===== src/rtl/ysyx_24090010_lsu.sv =====
// Load/store initiator: one request at a time from EXU to the data-RAM port, single-beat response to writeback.
// Optional misalignment trap: define YSYX_24090010_LSU_MISALIGN_TRAP_EN.
module ysyx_24090010_lsu #(
    parameter int TIMEOUT_W = 8
) (
    input  logic        clk,
    input  logic        rst,
    input  logic        req_valid,
    output logic        req_ready,
    input  logic        req_we,
    input  logic [2:0]  req_funct3,
    input  logic [31:0] req_addr,
    input  logic [31:0] req_wdata,
    output logic        mem_req,
    output logic [31:0] mem_addr,
    output logic [31:0] mem_len,
    output logic        mem_we,
    output logic [31:0] mem_wdata,
    input  logic        mem_ack,
    input  logic [31:0] mem_rdata,
    output logic        resp_valid,
    input  logic        resp_ready,
    output logic [31:0] resp_rdata,
    output logic        resp_err
);

    typedef enum logic [1:0] {IDLE, ISSUE, WAIT, DONE} state_t;

    localparam logic [TIMEOUT_W-1:0] WDOG_ONE  = TIMEOUT_W'(1);
    // Compare before incrementing, so the last WAIT cycle is the one holding all-ones minus one.
    localparam logic [TIMEOUT_W-1:0] WDOG_LAST = ~WDOG_ONE;

    state_t               state;
    logic [2:0]           funct3_q;
    logic [TIMEOUT_W-1:0] wdog;

    // Size comes from funct3[1:0] only, which also folds reserved encodings onto W.
    function automatic logic [31:0] len_of(input logic [1:0] size);
        case (size)
            2'b00:   len_of = 32'd1;
            2'b01:   len_of = 32'd2;
            default: len_of = 32'd4;
        endcase
    endfunction

    function automatic logic [31:0] extend(input logic [2:0] f3, input logic [31:0] d);
        case (f3)
            3'b000:  extend = {{24{d[7]}}, d[7:0]};
            3'b001:  extend = {{16{d[15]}}, d[15:0]};
            3'b100:  extend = {24'h0, d[7:0]};
            3'b101:  extend = {16'h0, d[15:0]};
            default: extend = d;
        endcase
    endfunction

`ifdef YSYX_24090010_LSU_MISALIGN_TRAP_EN
    function automatic logic misaligned(input logic [1:0] size, input logic [1:0] lo);
        case (size)
            2'b00:   misaligned = 1'b0;
            2'b01:   misaligned = lo[0];
            default: misaligned = (lo != 2'b00);
        endcase
    endfunction
`endif

    // NOTE: every register here is updated with <= so all reads in the same edge see pre-edge values.
    always_ff @(posedge clk or negedge rst) begin
        if (!rst) begin
            state      <= IDLE;
            funct3_q   <= 3'b000;
            wdog       <= '0;
            req_ready  <= 1'b0;
            mem_req    <= 1'b0;
            mem_addr   <= 32'h0;
            mem_len    <= 32'h0;
            mem_we     <= 1'b0;
            mem_wdata  <= 32'h0;
            resp_valid <= 1'b0;
            resp_rdata <= 32'h0;
            resp_err   <= 1'b0;
        end else begin
            mem_req <= 1'b0;
            case (state)
                IDLE: begin
                    req_ready <= 1'b1;
                    if (req_valid && req_ready) begin
                        req_ready <= 1'b0;
                        funct3_q  <= req_funct3;
                        mem_addr  <= req_addr;
                        mem_len   <= len_of(req_funct3[1:0]);
                        mem_wdata <= req_wdata;
                        wdog      <= '0;
`ifdef YSYX_24090010_LSU_MISALIGN_TRAP_EN
                        if (misaligned(req_funct3[1:0], req_addr[1:0])) begin
                            state      <= DONE;
                            resp_valid <= 1'b1;
                            resp_err   <= 1'b1;
                            resp_rdata <= 32'h0;
                        end else
`endif
                        begin
                            state   <= ISSUE;
                            mem_req <= 1'b1;
                            mem_we  <= req_we;
                        end
                    end
                end
                ISSUE, WAIT: begin
                    if (mem_ack) begin
                        state      <= DONE;
                        mem_we     <= 1'b0;
                        resp_valid <= 1'b1;
                        resp_err   <= 1'b0;
                        resp_rdata <= mem_we ? 32'h0 : extend(funct3_q, mem_rdata);
                    end else if (state == ISSUE) begin
                        state <= WAIT;
                    end else if (wdog == WDOG_LAST) begin
                        state      <= DONE;
                        mem_we     <= 1'b0;
                        resp_valid <= 1'b1;
                        resp_err   <= 1'b1;
                        resp_rdata <= 32'h0;
                    end else begin
                        wdog <= wdog + WDOG_ONE;
                    end
                end
                DONE: begin
                    if (resp_ready) begin
                        state      <= IDLE;
                        resp_valid <= 1'b0;
                        req_ready  <= 1'b1;
                    end
                end
            endcase
        end
    end

endmodule


===== config.mk =====
export PLATFORM = sky130hd
export DESIGN_NAME = ysyx_24090010_lsu
export DESIGN_NICKNAME = d
export VERILOG_FILES = /design/src/rtl/ysyx_24090010_lsu.sv
export SDC_FILE = /design/constraint.sdc
export NUM_CORES = 1
export LEC_CHECK = 0
export CORE_MARGIN = 1
export CORE_UTILIZATION = 41
export CTS_CLUSTER_SIZE = 14
export DETAILED_ROUTE_END_ITERATION = 8
export HOLD_SLACK_MARGIN = 0.15
export PLACE_DENSITY = 0.77
export SYNTH_ARGS = -nofsm -noshare
export SYNTH_HDL_FRONTEND = slang
export SYNTH_SLANG_ARGS = --single-unit

===== constraint.sdc =====
create_clock -name clk -period 2.6 [get_ports clk]
set_input_delay 0.78 -clock clk [delete_from_list [all_inputs] [get_ports clk]]
set_output_delay 0.78 -clock clk [all_outputs]
set_load 0.005 [all_outputs]

# Word-level counts from Yosys, hierarchy flattened
# Cells that the tools add are included.
# classes
add_sub_neg,1
muxes,33
n_reduce_logical,16
eq_ne,17
# ops
cell,count
2-to-1 mux 32 bit,4
case mux 32 bit (4 select lines),1
2-to-1 mux 8 bit,4
case mux 8 bit (2 select lines),1
2-to-1 mux 1 bit,13
inequality test 2 bit (second input constant),6
2-to-1 mux 2 bit,5
adder 8 x 1 -> 8 bit (second input constant),1
== test 8 bit (second input constant),1
AND reduction 4 bit,2
nonzero test 2 bit,4
== test 3 bit (second input constant),2
inequality test 3 bit (second input constant),2
case mux 1 bit (2 select lines),3
case mux 2 bit (3 select lines),1
case mux 3 bit (2 select lines),1
AND reduction 3 bit,2
AND reduction 5 bit,1
== test 2 x 1 -> 1 bit (second input constant),2
== test 2 bit (second input constant),2
logical NOT 2 bit,2
inequality test 4 bit (second input constant),1
AND reduction 2 bit,2
== test 3 x 1 -> 1 bit (second input constant),1
3 further kinds,3
# word_totals
input_bits,105
out_inout_bits,133
register_bits,146
wordCells,79

# Depth between registers and ports, before layout
# Gate-level depths: netlist of the first run.
# depth
word_depth,5
mapped_depth,7
mapped_depth_nobuf,6

# Worst setup path after synthesis of the first run
# OpenSTA, ideal clock, no wires.
# synth_timing
path_kind,register to register
startpoint,reg state[0]
endpoint,reg wdog[2]
required_time_ns,2.522
stages_incl_launch_ff,8
setup_time_ns,0.078
t_arrival_ns,1.797
period_less_slack_ns,1.875
path_slack_ns,0.725
path_buffers,1
cell_sequence,dfrtp_1 inv_1 ha_1 nand2b_1 a21o_1 buf_6 or4_1 a21oi_1
# synth_between
elab_chain_len,4
word_cells_on_any_way,11
classes_between,eq/ne (6); mux (1); reduce/logical (4)
# synth_lines
item,line_no,source
from (decl),33,state_t state;
from (signal assigned),69,state <= IDLE;
from (signal assigned),102,state <= ISSUE;
from (signal assigned),110,state <= DONE;
== test 2 x 1 -> 1 bit / == test 2 bit (equally long branches),"83, 115",
OR reduction 2 bit,83,case (state)
inequality test 2 bit (no source line) / nonzero test 2 bit (equally long branches),-,
AND reduction 5 bit (no source line),-,
to (signal assigned),124,wdog <= wdog + WDOG_ONE;
to (decl),35,logic [TIMEOUT_W-1:0] wdog;
# Several ways; a longest one is shown, not always the timed one.
# A chain may end at the register's enable or synchronous reset.

# Worst setup path in the final report of the first run
# layout_timing
startpoint,in mem_rdata[7]
endpoint,reg resp_rdata[18]
# layout_between
elab_chain_len,3
# layout_lines
item,line_no,source
from (decl),20,"input logic [31:0] mem_rdata,"
case mux 32 bit (4 select lines),47,case (f3)
2-to-1 mux 32 bit,114,"resp_rdata <= mem_we ? 32'h0 : extend(funct3_q, mem_rdata);"
2-to-1 mux 32 bit,109,if (mem_ack) begin
to (signal assigned),114,
to (decl),23,"output logic [31:0] resp_rdata,"
# Every way passes these cells.

==> results of run 1 <==
## final cells by class
type / count / area [µm²]
fillers: 978 / 4190
flip-flops and latches: 117 / 2930
repair buffers: 221 / 2230
multi-input cells: 382 / 1910
clock buffers: 23 / 488
well taps: 168 / 210
clock inverters: 9 / 76.3
inverters: 10 / 37.5
## state kept, by name, summed over array words and instances (netlist names), 2 cells and up
signal	count
wdog	8
funct3_q	3
mem_addr	32
state	2
resp_rdata	32
mem_wdata	32
mem_len	3
## Yosys cell counts, drive strengths merged (2+ instances only)
master   count
mux2i        3
nor3         2
ha           6
o2bb2ai     16
o31ai        7
a31oi        2
a22o        16
o311ai       3
nor2         5
a21oi        9
inv         10
nor2b       17
dfrtp      117
o21ai       13
nand3        7
or4          5
buf         30
nand2b       2
nand2      222
nand4        4
clkbuf      26
a32o         2
a21o         2
## cell families after synthesis
| family | count (synthesis) |
|---|---|
| other cells | 1 |
| buf+inv | 66 |
| mux | 3 |
| compound gates | 74 |
| fa+ha+maj | 6 |
| flops | 117 |
| simple gates | 270 |
## per-layer routing
layer | share of wire, % | track usage (%)
met3 | 8.3 | 9.09
met5 | 0.095 | 0
met1 | 40 | 26.2
met4 | 2.2 | 9.39
met2 | 49 | 37.3
## power by group through the flow
stage | logic [mW] | clock network, mW | registers (mW)
after floorplan | 1.67 | 0 | 3.12
after global placement | 3.63 | 0 | 3.12
after detailed placement | 3.74 | 0 | 3.16
after CTS | 3.77 | 2.25 | 3.16
after global routing | 4.11 | 2.34 | 3.25
final | 3.72 | 2.20 | 3.16
## worst reg2reg max path: stages (launching register included)
cell	delay, ns
sky130_fd_sc_hd__dfrtp_1	0.43
sky130_fd_sc_hd__inv_1	0.07
sky130_fd_sc_hd__ha_1	0.42
sky130_fd_sc_hd__nand2b_1	0.11
sky130_fd_sc_hd__a21o_1	0.32
sky130_fd_sc_hd__or4_1	0.56
sky130_fd_sc_hd__a21oi_1	0.16
## through the flow
stage,std cells,instance area (µm²),utilization [%]
after floorplan,565,5190,-
final,930,7870,65.3
after detailed placement,898,7310,60.6
after global routing,930,7870,65.3
after CTS,930,7870,65.3
after global placement,898,7310,60.6
## placed cells by master, fill, tap and decap left out, drive strengths merged, types with 2 or more instances in the layout
master         instances
a21o                   2
a21oi                  9
a22o                  16
a31oi                  2
a32o                   2
buf                   14
clkbuf                23
clkdlybuf4s50        207
clkinv                 7
conb                  29
dfrtp                117
ha                     6
inv                   10
mux2i                  3
nand2                222
nand2b                 2
nand3                  7
nand4                  4
nor2                   5
nor2b                 17
nor3                   2
o21ai                 13
o2bb2ai               16
o311ai                 3
o31ai                  7
or4                    5
## worst min-delay path by stage
stage	start	end	slack [ns]	cells after the start
floorplan	funct3_q[2]$_DFFE_PN0P_	funct3_q[2]$_DFFE_PN0P_	0.46	2
global placement	mem_len[1]$_DFFE_PN0P_	mem_len[1]$_DFFE_PN0P_	0.45	2
detailed placement	mem_addr[0]$_DFFE_PN0P_	mem_addr[0]$_DFFE_PN0P_	0.46	2
CTS	rst	state[1]$_DFFE_PN0P_	0.40	1
global route	rst	state[1]$_DFFE_PN0P_	0.43	1
finish	rst	mem_wdata[9]$_DFFE_PN0P_	0.38	1
==> impl_summary.md, run 1 <==
Worst setup path
Following the worst setup path forward leads to its endpoint at resp_rdata[18]$_DFFE_PN0P_. Along the worst path, the maximum fanout reaches 16. Together, buffers and inverters on the worst path number 1. The depth of the worst register-to-register path is 6. Traced cell by cell, the critical path runs through clkdlybuf4s50_1 > mux2i_1 > nor2_1 > o21ai_1 > o2bb2ai_1. The endpoint of the most critical register-to-register path is wdog[4]$_DFFE_PN0P_. The critical path launch point is mem_rdata[7].

The capturing element type of the critical path is a flip-flop. The type of origin of the critical path is a primary input. The cell family contributing the most delay on the critical path is compound AO/OA/AOI/OAI gates. In this run the register-to-register setup slack is between 0.4 and 0.5 ns.

The longest individual stage delay on the worst path is about 0.86 ns. The required time of the worst setup path is approximately 2.8 ns. The arrival time reported for the critical path endpoint is ~2.5 ns.

On the critical path, the stage with the largest delay is an instance of sky130_fd_sc_hd__o21ai_1. The reg-to-reg critical path startpoint is state[0]$_DFFE_PN0P_. The class of the most critical setup path is in -> reg. The number of logic stages on the critical path including buffering is 5.

CTS
The clock latency at the later pin of the worst-skew pair is a little over 0.4 ns. The maximum root-to-sink buffer count is 2. The clock tree from TritonCTS is built. The count of hold-fix buffers inserted at cts is 0. The register clock-pin slew on the reported worst setup and hold paths is ~0.050 ns.

In this run, CTS created clock tree buffers numbering 17. Once the clock tree was built, the resizer swapped 0 gates to a different size. The total setup buffers inserted after CTS is 0. For this design, the sink count on the clock tree is about 120. The CTS H-tree depth is 4. The buffer type at the clock tree root is sky130_fd_sc_hd__clkbuf_16.

Synthesis
In the synthesized netlist the async set-or-reset flop fraction comes to between 90% and 100%. Summed over its instances, the top area cell type makes up a little under three fifths of the synthesized netlist area. After synthesis the cells add up to between 5000 and 6000 µm². Measured against the total synthesized area, the mux share comes to 0.590%.

The synthesis warning total is 0. Averaged over all synthesized cells, the footprint is between 9 and 10 µm². By area, the combinational part of the netlist is dominated by simple AND/OR/NAND/NOR gates.

The simple logic cell fraction of the synthesized area is 22.4%. The number of synthesized flops with an enable pin is 0. The count of cell types in the netlist is 39.

The synthesized design contains roughly 120 register bits. The proportion of synthesized chip area in sequential cells is between 50% and 60%. Synthesis handed over a netlist of roughly 540 instances. The area share of fa/ha/maj cells after synthesis is 1.48%. In the synthesized netlist the dominant register cell turns out to be sky130_fd_sc_hd__dfrtp_1.

Summing the areas of all compound-gate instances in the mapped netlist gives 10.8% of the synthesized area. By area the synthesized netlist is led by sky130_fd_sc_hd__dfrtp_1, sky130_fd_sc_hd__nand2_1, sky130_fd_sc_hd__buf_4. Of all cell types, the one taking the most synthesized area is sky130_fd_sc_hd__dfrtp_1. The synthesized-area fraction occupied by xor and xnor cells is 0%.

Detailed routing
The number of vias after detailed routing is about 4500. The routed via count divided by cell count is roughly 4.8. The average detailed-routed wire length per instance is approximately 15 µm. The detail route stage leaves a number of antenna-violating nets equal to 0. For this block, the routed nets add up to between 10000 and 15000 µm of wire. The pre-antenna-repair detailed-routing pass consisted of 4 iterations. The total DRC errors in the routed layout is 0. The detailed router finished its first iteration with ~310 violations.

Floorplanning
The die covers ~13000 µm². The floorplan die width is 113 µm. The core region is between 10000 and 15000 µm². Once the floorplan was initialized, standard cells occupied 42.2% of the core. The initialized floorplan defines 40 standard-cell rows.

The number of ports placed on the die boundary is about 240. The die span in y is 113 µm.

Power and ir drop
Registers are responsible for a little over a third of the overall power. Across the VDD grid, the largest voltage drop is approximately 600 µV. In this run, the clock network consumes about a quarter of the power.

The part of the power in combinational logic is 41.0%. Of the total power, the share spent switching nets is between 30 and 40%. Dividing total power by cell area gives a power density of 1150 nW/µm². The internal power contribution is 6.11 mW. The reported net switching power is between 2 and 3 mW. The power consumption is just over 9 mW. Summed over all cells, the static leakage comes to approximately 3.7 nW.

Timing
The post-route clock skew is approximately 0.014 ns. The fmax is about 0.44 GHz. The share of the cycle needed by the critical path after routing is 87.3%. The post-route minimum period is about 2.3 ns. Hold timing on the final database bottoms out at a slack of around 0.38 ns. The setup TNS is 0 ns. The transition at the pin with the smallest max-transition slack is 1.13 ns. Across all setup checks in the final design, the least slack found is about 0.33 ns. The number of hold-slack violations in the final timing report is 0.

The number of pins exceeding their max-slew limit in the final report was 0. The tightest slew margin relative to the limit is 24.2%. Setup repair after global routing left no endpoint under its margin. Setup violations remaining at the end of the flow were counted as 0.

Place
Detailed placement finished with a half-perimeter wire length of a little under 10000 µm. Buffers placed on the I/O ports in this run total approximately 210. The placer's final routability congestion estimate is ~0.82. At the placement stage, the worst setup path has a slack of -0.0229 ns.

Global routing
The total routing resource utilization after global routing is ~23%. Entering global routing, the biggest net connects 47 pins. Summed over all layers, the global routing overflow is 0. The initial antenna violation count is 1. The via count of the first global-routing pass is about 4700. The first global-routing pass estimated 22800 µm of wire.

Run status
The flow ran to the end, and the final reports show no timing, DRC or antenna violations.

Finish
The area growth from synthesis to layout is 54.7%. The number of nets in the layout is 860. The antenna diode count is 0. Of the cells placed in the final design, the portion with a size suffix greater than 1 is roughly 6.6%.

Flow run
The tool flagged a number of max-cap violations equal to 0.

Hold path
In this run the worst hold path is classified as in -> async.
Note: power is estimated with default switching activity, not from simulation.
==> inputs of run 2 (changes only) <==
--- a/config.mk
+++ b/config.mk
@@ -5,6 +5,7 @@
 export SDC_FILE = /design/constraint.sdc
 export NUM_CORES = 1
 export LEC_CHECK = 0
+export ABC_CLOCK_PERIOD_IN_PS = 2600
 export CORE_MARGIN = 1
 export CORE_UTILIZATION = 41
 export CTS_CLUSTER_SIZE = 14
==> results of run 2 <==
Same layout as run 1: the final DEF is identical, and so are final timing and power.
==> inputs of run 3 (changes only) <==
==> config.mk (replaced) <==
export PLATFORM = sky130hd
export DESIGN_NAME = ysyx_24090010_lsu
export DESIGN_NICKNAME = d
export VERILOG_FILES = /design/src/rtl/ysyx_24090010_lsu.sv
export SDC_FILE = /design/constraint.sdc
export NUM_CORES = 1
export LEC_CHECK = 0
export ABC_CLOCK_PERIOD_IN_PS = 2000
export CORE_MARGIN = 1
export CORE_UTILIZATION = 37
export CTS_CLUSTER_SIZE = 14
export DETAILED_ROUTE_END_ITERATION = 8
export HOLD_SLACK_MARGIN = 0.15
export PLACE_DENSITY = 0.73
export SYNTH_ARGS = -nofsm -noshare
export SYNTH_HDL_FRONTEND = slang
export SYNTH_SLANG_ARGS = --single-unit
==> constraint.sdc (replaced) <==
create_clock -name clk -period 2 [get_ports clk]
set_input_delay 0.6 -clock clk [delete_from_list [all_inputs] [get_ports clk]]
set_output_delay 0.6 -clock clk [all_outputs]
set_load 0.005 [all_outputs]
==> run 3 against run 2 <==
Global-route usage shrank 2.5 points. Cell count is 2.6% higher. Cell area up 2.4%. Sequential power rose by 26%. Utilization down 4.8 points. Count of clock-buffer cells in the layout fell by 1. Clock skew is 0.0078 ns lower. Combinational power increased by 43%. Critical path type is now reg -> reg. Largest power group unchanged.
==> impl_summary.md, run 3 (synthesis results as in run 1) <==
Run status
The run finished with clean final reports.

Power and ir drop
The power density relative to cell area is 1520 nW/µm² (+32%). The total leakage power came to 3.80 nW (+2.2%). The worst supply voltage drop on vdd is 797 µV (+32%).

Global routing
The global-route congestion overflow total is 0 (unchanged). The via count of the first global-routing pass came to 4519 (-3.6%). The maximum number of pins on one net before global-route repair is 60 (+28%). The global-route wire length before repair is 22400 µm (-1.8%). The initial antenna violation count was 0 (-1).

The total routing resource utilization after global routing was 20.1% (-2.5 points).

Floorplanning
The number of placement rows is 42 (+5.0%). The number of ports placed on the die boundary is 238 (unchanged). The floorplan die width is 119 µm (+5.2%). The starting density of the core came to 38.1% (-4.1 points). The die span in y came to 119 µm (+5.2%). The die area is 14200 µm² (+11%). The placeable core area was 13300 µm² (+11%).

Worst setup path
The startpoint identified for the worst register-to-register timing path is state[1]$_DFFE_PN0P_. The critical path launch point is state[1]$_DFFE_PN0P_. The arrival time reported for the critical path endpoint was 2.24 ns (-0.27 ns). The required time of the worst setup path is 2.33 ns (-0.51 ns). The maximum net fanout on the critical path is 6 (-10). The worst setup path is captured at a flip-flop. The setup path with the least slack is of type reg -> reg. The type of origin of the critical path is a flip-flop.

Place
The port buffer count is 208 (unchanged). The estimated wirelength of the detail-placed design is 9720 µm (-1.3%). The placer's final routability congestion estimate is 0.812 (-1.2%). The minimum setup slack after placement came to -0.256 ns (-0.233 ns).

Timing
Setup repair after global routing left no endpoint under its margin. The final critical path takes up 95.6% of the cycle. Static timing analysis puts the maximum clock frequency at 0.523 GHz. The smallest clock period supported by the final layout is computed as 1.91 ns. The number of pins exceeding their max-slew limit in the final report is 0 (unchanged).

The setup TNS is 0 ns (unchanged). The post-route clock skew was 0.00657 ns (-0.00778 ns). The worst hold slack after final layout is 0.471 ns (+0.0906 ns). The final-report setup violation count is 0 (unchanged). The number of hold-slack violations in the final timing report was 0 (unchanged). The setup slack of the critical path after layout came to 0.0871 ns (-0.243 ns).

Finish
The most common cell after layout, fill and taps aside is sky130_fd_sc_hd__nand2_1. The synthesis-to-layout area growth is 58.5%. The ratio of cells with drive above 1 in the final layout is 9.13% (+2.6 points). In the layout the commonest cells are sky130_fd_sc_hd__nand2_1, sky130_fd_sc_hd__clkdlybuf4s50_1, sky130_fd_sc_hd__dfrtp_1, sky130_fd_sc_hd__conb_1, sky130_fd_sc_hd__buf_4. The largest registers in the layout are mem_addr x32, mem_wdata x32, resp_rdata x32. The number of nets in the layout is 877 (+2.0%). The antenna diode count came to 0 (unchanged).

CTS
The clock sink count is 117 (unchanged). The register clock-pin slew on the reported worst setup and hold paths is 0.05 ns (about the same). The CTS H-tree depth was 4 (unchanged). The TritonCTS buffer count is 17 (unchanged). TritonCTS built the clock tree. The maximum root-to-sink buffer count was 2 (unchanged). The buffer type at the clock tree root is sky130_fd_sc_hd__clkbuf_16. The clock latency at the later pin of the worst-skew pair is 0.40 ns (about the same).

Detailed routing
The total detailed-routing wirelength is 13900 µm (+1.6%). The average detailed-routed wire length per instance is 14.6 µm (-0.95%). The number of vias after detailed routing was 4502 (+0.58%). The number of iterations in the first detailed-routing pass is 5 (+1). The routed via count divided by cell count is 4.72 (-1.9%). The remaining antenna violation count after routing is 0 (unchanged).

The total DRC errors in the routed layout is 0 (unchanged). The starting DRC count in detailed routing is 157 (-49%).

Flow run
The count of maximum capacitance violations is 0 (unchanged).

Hold path
The worst hold path begins at mem_wdata[21]$_DFFE_PN0P_. The worst hold-check path type is reg -> reg.
run 3: critical path, cell delays in order, from the launching register on:
cell	delay (ns)
sky130_fd_sc_hd__dfrtp_1	0.40
sky130_fd_sc_hd__inv_2	0.09
sky130_fd_sc_hd__ha_4	0.22
sky130_fd_sc_hd__buf_4	0.15
sky130_fd_sc_hd__nand4_1	0.14
sky130_fd_sc_hd__o22ai_4	0.12
sky130_fd_sc_hd__buf_4	0.18
sky130_fd_sc_hd__or4_1	0.41
sky130_fd_sc_hd__a21oi_2	0.14
run 3: through the flow:
step                      utilization (%)  instances  total power [mW]  area (µm²)
after floorplan                         -        565              6.22        5190
after global placement               55.5        918              9.00        7410
after detailed placement             55.5        918              9.18        7410
after CTS                            59.9        950              12.2        8000
after global routing                 60.4        954              13.1        8070
final                                60.4        954              12.3        8070
run 3: what timing repair did:
item                                    CTS  global route
pin swaps                                 0             2
hold endpoints to repair                 18             0
cloned                                    0             0
setup buffers                             0             4
endpoints found under the setup margin    7             6
resized for setup                         3             9
hold buffers                              1             0
run 3: metal layers:
layer | track usage [%] | vias to the layer above | part of all wire [%]
met3 | 7.52 | 20 | 8.7
met2 | 31.8 | 176 | 48
met4 | 8.39 | 0 | 2.0
met1 | 24.6 | 2138 | 41
met5 | 0 | - | 0
li1 | - | 2168 | -
run 3: power by group:
part | switching (mW) | internal [mW] | total, mW
logic | 2.31 | 3.01 | 5.32
clock network | 1.03 | 1.91 | 2.95
registers | 0.590 | 3.40 | 3.99
run 3: final cells by class:
class                           instances  area, µm²
Tap cell                              176        220
Sequential cell                       117       2930
Timing Repair Buffer                  238       2360
Clock inverter                          9        103
Clock buffer                           22        474
Multi-Input combinational cell        382       1950
Fill cell                            1148       5280
Inverter                               10       37.5
run 3: path summary, 6_finish.rpt:
path,end,depth (start not counted),slack [ns]
min in group asynchronous,resp_rdata[2]$_DFFE_PN0P_,2,0.63
worst min register to register,mem_wdata[21]$_DFFE_PN0P_,2,0.47
worst min-delay path,mem_wdata[21]$_DFFE_PN0P_,2,0.47
worst max-delay path,wdog[2]$_DFFE_PN0P_,8,0.09
worst max register to register,wdog[2]$_DFFE_PN0P_,8,0.09
max in group asynchronous,mem_addr[5]$_DFFE_PN0P_,3,0.77
